File: src/rtl/sparc_ifu_thr_priv_trk.sv
// Per-thread privilege tracker: TLU-written 2-bit levels, S-stage level report, flush handshake on privilege drop.
// Optional PRIV_THR_CHK_EN: flags multi-hot thr_f as a sticky error and forces that cycle's S outputs to user.

module sparc_ifu_thr_priv_lane #(
  parameter logic [1:0] RST_LEVEL = 2'b10
) (
  input  logic       clk,
  input  logic       rst_n,
  input  logic       wr_en,
  input  logic [1:0] wr_level,
  input  logic       flush_ack,
  output logic [1:0] level,
  output logic       flushing,
  output logic       lower
);
  typedef enum logic {IDLE, FLUSH} state_t;
  state_t state, state_nxt;

  assign lower    = wr_en && (wr_level < level);
  assign flushing = (state == FLUSH);

  always_ff @(posedge clk or negedge rst_n) begin
    if (!rst_n) begin
      level <= RST_LEVEL;
      state <= IDLE;
    end else begin
      if (wr_en) level <= wr_level;
      state <= state_nxt;
    end
  end

  // A lowering write outranks a coincident ack.
  always_comb begin
    state_nxt = state;
    case (state)
      IDLE:    if (lower) state_nxt = FLUSH;
      FLUSH:   if (!lower && flush_ack) state_nxt = IDLE;
      default: state_nxt = IDLE;
    endcase
  end
endmodule

module sparc_ifu_thr_priv_trk #(
  parameter int         NUM_THR   = 4,
  parameter logic [1:0] RST_LEVEL = 2'b10,
  localparam int        TIDW      = (NUM_THR > 1) ? $clog2(NUM_THR) : 1
) (
  input  logic                   rclk,
  input  logic                   arst_l,
  input  logic [NUM_THR-1:0]     thr_f,
  input  logic                   fetch_vld_f,
  input  logic                   tlu_wr_vld,
  input  logic [TIDW-1:0]        tlu_wr_tid,
  input  logic [1:0]             tlu_wr_level,
  input  logic [NUM_THR-1:0]     flush_ack,
  output logic                   priv_mode_s,
  output logic                   hpriv_mode_s,
  output logic                   fetch_vld_s,
  output logic [NUM_THR-1:0]     flush_req,
  output logic [2*NUM_THR-1:0]   thr_level_q,
  output logic                   thr_sel_err
);
  logic                    wr_ok;
  logic [NUM_THR-1:0]      wr_sel, flushing, lower;
  logic [NUM_THR-1:0][1:0] lvl;
  logic [TIDW-1:0]         sel_tid;
  logic                    sel_any, go;
  logic [1:0]              sel_lvl;
  logic                    priv_d, hpriv_d, fvld_d, err_d;

  // Writes of the reserved code or to a nonexistent thread are dropped.
  assign wr_ok = tlu_wr_vld && (tlu_wr_level != 2'b11) && (32'(tlu_wr_tid) < 32'(NUM_THR));

  always_comb begin
    for (int t = 0; t < NUM_THR; t++) wr_sel[t] = wr_ok && (32'(tlu_wr_tid) == 32'(t));
  end

  for (genvar t = 0; t < NUM_THR; t++) begin : g_thr
    sparc_ifu_thr_priv_lane #(.RST_LEVEL(RST_LEVEL)) u_lane (
      .clk       (rclk),
      .rst_n     (arst_l),
      .wr_en     (wr_sel[t]),
      .wr_level  (tlu_wr_level),
      .flush_ack (flush_ack[t]),
      .level     (lvl[t]),
      .flushing  (flushing[t]),
      .lower     (lower[t])
    );
  end

  assign thr_level_q = lvl;
  assign flush_req   = flushing;

  // Lowest set bit wins; bits are never merged.
  always_comb begin
    sel_tid = '0;
    sel_any = 1'b0;
    for (int t = NUM_THR - 1; t >= 0; t--) begin
      if (thr_f[t]) begin
        sel_any = 1'b1;
        sel_tid = TIDW'(t);
      end
    end
  end

  // Same-cycle write to the selected thread is bypassed onto the S outputs.
  assign sel_lvl = wr_sel[sel_tid] ? tlu_wr_level : lvl[sel_tid];
  assign go      = fetch_vld_f && sel_any;

`ifdef PRIV_THR_CHK_EN
  localparam logic [NUM_THR-1:0] THR_ONE = NUM_THR'(1);
  logic multi_hot, err_q;
  assign multi_hot   = fetch_vld_f && |(thr_f & (thr_f - THR_ONE));
  assign err_d       = err_q || multi_hot;
  assign thr_sel_err = err_q;
  always_ff @(posedge rclk or negedge arst_l) begin
    if (!arst_l) err_q <= 1'b0;
    else         err_q <= err_d;
  end
`else
  logic multi_hot;
  assign multi_hot   = 1'b0;
  assign err_d       = 1'b0;
  assign thr_sel_err = 1'b0;
`endif

  always_comb begin
    priv_d  = go && (sel_lvl != 2'b00);
    hpriv_d = go && (sel_lvl == 2'b10);
    fvld_d  = go && !(flushing[sel_tid] || lower[sel_tid]);
    if (multi_hot) begin
      priv_d  = 1'b0;
      hpriv_d = 1'b0;
      fvld_d  = 1'b0;
    end
  end

  always_ff @(posedge rclk or negedge arst_l) begin
    if (!arst_l) begin
      priv_mode_s  <= 1'b0;
      hpriv_mode_s <= 1'b0;
      fetch_vld_s  <= 1'b0;
    end else begin
      priv_mode_s  <= priv_d;
      hpriv_mode_s <= hpriv_d;
      fetch_vld_s  <= fvld_d;
    end
  end
endmodule

File: config.mk
export PLATFORM = sky130hd
export DESIGN_NAME = sparc_ifu_thr_priv_trk
export DESIGN_NICKNAME = d
export VERILOG_FILES = /design/src/rtl/sparc_ifu_thr_priv_trk.sv
export SDC_FILE = /design/constraint.sdc
export NUM_CORES = 1
export LEC_CHECK = 0
export CAP_MARGIN = 20
export CORE_ASPECT_RATIO = 0.7
export CORE_UTILIZATION = 40
export DETAILED_ROUTE_END_ITERATION = 12
export HOLD_SLACK_MARGIN = 0.02
export PLACE_DENSITY_LB_ADDON = 0.05
export SETUP_SLACK_MARGIN = 0.15
export SLEW_MARGIN = 20
export SYNTH_ARGS = -nofsm -noshare
export SYNTH_HDL_FRONTEND = slang
export SYNTH_HIERARCHICAL = 1
export SYNTH_SLANG_ARGS = --single-unit
File: constraint.sdc
create_clock -name rclk -period 1.45 [get_ports rclk]
set_input_delay 0.435 -clock rclk [delete_from_list [all_inputs] [get_ports rclk]]
set_output_delay 0.435 -clock rclk [all_outputs]
set_load 0.02 [all_outputs]
==> results.sh <==
export IMPL_crit_start="g_thr[2].u_lane/level[1]$_DFFE_PN1P_"
export IMPL_track_usage_pct=25.3
export IMPL_outcome="finished, violations left"
export IMPL_yosys_warnings=6
export IMPL_cp_arrival_ns=1.86
export IMPL_area_growth_pct=75.5
export IMPL_fin_worst_skew_ns=0.00318
export IMPL_fin_crit_sh_pct=115
export IMPL_violations="setup timing"
export IMPL_htreeDepth=1
export IMPL_clockRootBuffer="clkbuf_8"
export IMPL_grt_ovfl_total=0
export IMPL_rows=14
export IMPL_netlist_area_leader_share_pct=26.7
export IMPL_dp_hpwl_um=2320
export IMPL_cts_buffer_depth=2
export IMPL_leakage_nw=0.905
export IMPL_wl_per_cell_um=14.9
export IMPL_ys_seq_area_share_pct=36.8
export IMPL_syn_inst=116
export IMPL_post_drt_via_cell_ratio=5.23
export IMPL_die_area_um2=2790
export IMPL_worstSkewPairLatency_ns=0.25
export IMPL_ys_ff_latch=15
export IMPL_drive_above_1_share_pct=60.4
export IMPL_cts_tree="built"
export IMPL_synth_distinct_cells=39
export IMPL_drt_wl_total_um=3350
export IMPL_route_vias_total=1172
export IMPL_drc=0
export IMPL_drtAntennaViolNets=0
export IMPL_fmax_ghz=0.599
export IMPL_vdd_ir_drop_worst_mv=0.753
export IMPL_min_period_ns=1.67
export IMPL_synth_top_family_by_area="compound AO/OA/AOI/OAI gates"
export IMPL_grt_pass1_wl_um=5310
export IMPL_grt_max_degree=16
export IMPL_clock_sink_count=15
export IMPL_portBuffers=30
export IMPL_worstPathRequired_ns=1.64
export IMPL_dp_slack_ns=-0.734
export IMPL_drt_iter0_drc=45
export IMPL_r2r_start="g_thr[2].u_lane/level[1]$_DFFE_PN1P_"
export IMPL_numCtsBuffers=3
export IMPL_grt_pass1_vias=1123
export IMPL_syn_num_nets=136
export IMPL_finalHoldViolCount=0
export IMPL_ys_top_cells_by_count="inv_1, nor2_1, dfrtp_1, nand2_1, o21ai_0"
export IMPL_die_width_um=62.7
export IMPL_synth_mux_area_share_pct=3.03
export IMPL_rsz0062_at_grt="true"
export IMPL_synth_xor_area_share_pct=0
export IMPL_synth_compound_area_share_pct=24.2
export IMPL_synth_edff_count=0
export IMPL_clk_pin_slew_ns=0.06
export IMPL_synthFlopType="dfrtp_1"
export IMPL_critPathLaunchType="register"
export IMPL_total_power_mw=1.76
export IMPL_diodes=0
export IMPL_ys_top_cells_by_area="dfrtp_1, dfstp_2, ha_1, o21ai_0, a32o_2"
export IMPL_dieHeight_um=44.5
export IMPL_layout_setup_ws_ns=-0.218
export IMPL_gp_congestion=0.830
export IMPL_path_class="reg -> reg"
export IMPL_synth_area_um2=1030
export IMPL_grt_antenna_before_repair=0
export IMPL_p_per_area_nw_per_um2=971
export IMPL_synth_simple_area_share_pct=22.1
export IMPL_synthAdderAreaFrac_pct=4.85
export IMPL_hold_class="in -> async"
export IMPL_place_inst=211
export IMPL_final_util_pct=79.0
export IMPL_async_flop_share_pct=100
export IMPL_core_area_um2=2290
export IMPL_synth_area_per_cell_um2=8.90
export IMPL_dr_pass1_iters=4
export IMPL_path_max_fanout=3
export IMPL_finalSetupViolCount=5
export IMPL_initial_utilization_pct=45.0
export IMPL_final_cells=224
export IMPL_nets=213
export IMPL_slew_viol_final=0
export IMPL_max_cap_violations=0
export IMPL_num_io_pins=32
export IMPL_end_kind="register"
export IMPL_yosysTopAreaCell="dfrtp_1"
export IMPL_fin_hold_ws_ns=0.498
## placed cells by master (no fill, tap or decap), types with 2 or more instances in the layout
cell type        count
dfrtp_1             11
clkdlybuf4s50_1      6
a21oi_2              3
buf_6               10
clkbuf_2             4
buf_2               13
nand2_1             10
ha_4                 4
and3b_2              2
inv_1                8
nor3_1               2
o21ai_0              4
dfstp_2              4
a211oi_2             2
and4bb_1             2
nor2_2               2
o21ai_1              3
and3_1               4
a32o_2               4
clkbuf_8             3
nor2_1               9
buf_4               40
o21ai_2              6
mux2i_1              2
inv_2                7
## per-layer routing
layer	vias to the layer above	routed length (um)	GRT usage [%]
met5	-	0	0
met3	11	206	5.67
met2	51	1600	42.8
met1	550	1470	32.7
met4	0	69	8.37
li1	560	-	-
## worst max-delay path, cell delays in order (launching register included)
cell and delay, ns:
dfstp_2 0.56, inv_2 0.06, ha_4 0.25, o21ai_2 0.05, and3_1 0.15, nor2_2 0.10
mux2i_1 0.08, mux2_4 0.28, nor2_4 0.07
## cell type report
| type | count | area (um^2) |
|---|---|---|
| multi-input combinational | 81 | 696 |
| clock buffer | 4 | 45.0 |
| inverter | 16 | 62.6 |
| sequential | 15 | 380 |
| fill | 147 | 483 |
| timing repair buffer | 76 | 588 |
| tap | 32 | 40.0 |
## worst paths after layout
check	endpoint	slack, ns	cells past startpoint
min in group rclk	g_thr[0].u_lane/flushing$_DFF_PN0_	0.51	1
setup reg to reg	fetch_vld_s$_DFF_PN0_	-0.22	8
max in group asynchronous	g_thr[3].u_lane/level[1]$_DFFE_PN1P_	0.70	2
setup / recovery	fetch_vld_s$_DFF_PN0_	-0.22	8
hold / removal	hpriv_mode_s$_DFF_PN0_	0.50	2
hold reg to reg	g_thr[0].u_lane/flushing$_DFF_PN0_	0.51	1
## kinds of logic (layout without fill, tap and decap cells)
logic type               after synthesis  in the layout
AND/OR/NAND/NOR                       41             41
AO/OA/AOI/OAI                         32             32
multiplexers                           3              3
adder cells (fa/ha/maj)                4              4
buffers and inverters                 20             96
other                                  1              1
flip-flops                            15             15
## power by group
group          switching, mW  internal (mW)  leakage, nW
Combinational          0.409          0.453        0.698
Clock                  0.155          0.195       0.0228
Sequential            0.0490          0.499        0.184
Total                  0.613           1.15        0.905
## flip-flops by register name, summed over array words and instances (netlist names)
register               cells
fetch_vld_s                1
g_thr.u_lane/flushing      4
g_thr.u_lane/level         8
hpriv_mode_s               1
priv_mode_s                1
## timing repair
| item | 4_1_cts | 5_1_grt |
|---|---|---|
| hold buffers | 0 | 0 |
| buffers inserted | 4 | 5 |
| setup endpoints to repair | 30 | 20 |
| gates cloned | 0 | 0 |
| pin swaps | 7 | 13 |
| gates resized for setup | 83 | 38 |
## per-stage QoR
step                TNS, ns  area, um^2
finish               -0.421        1810
global route         -0.718        1810
CTS                  -0.498        1770
detailed placement    -6.88        1700
global placement      -6.79        1700
floorplan            -0.278        1110
(Power assumes the default switching activity.)
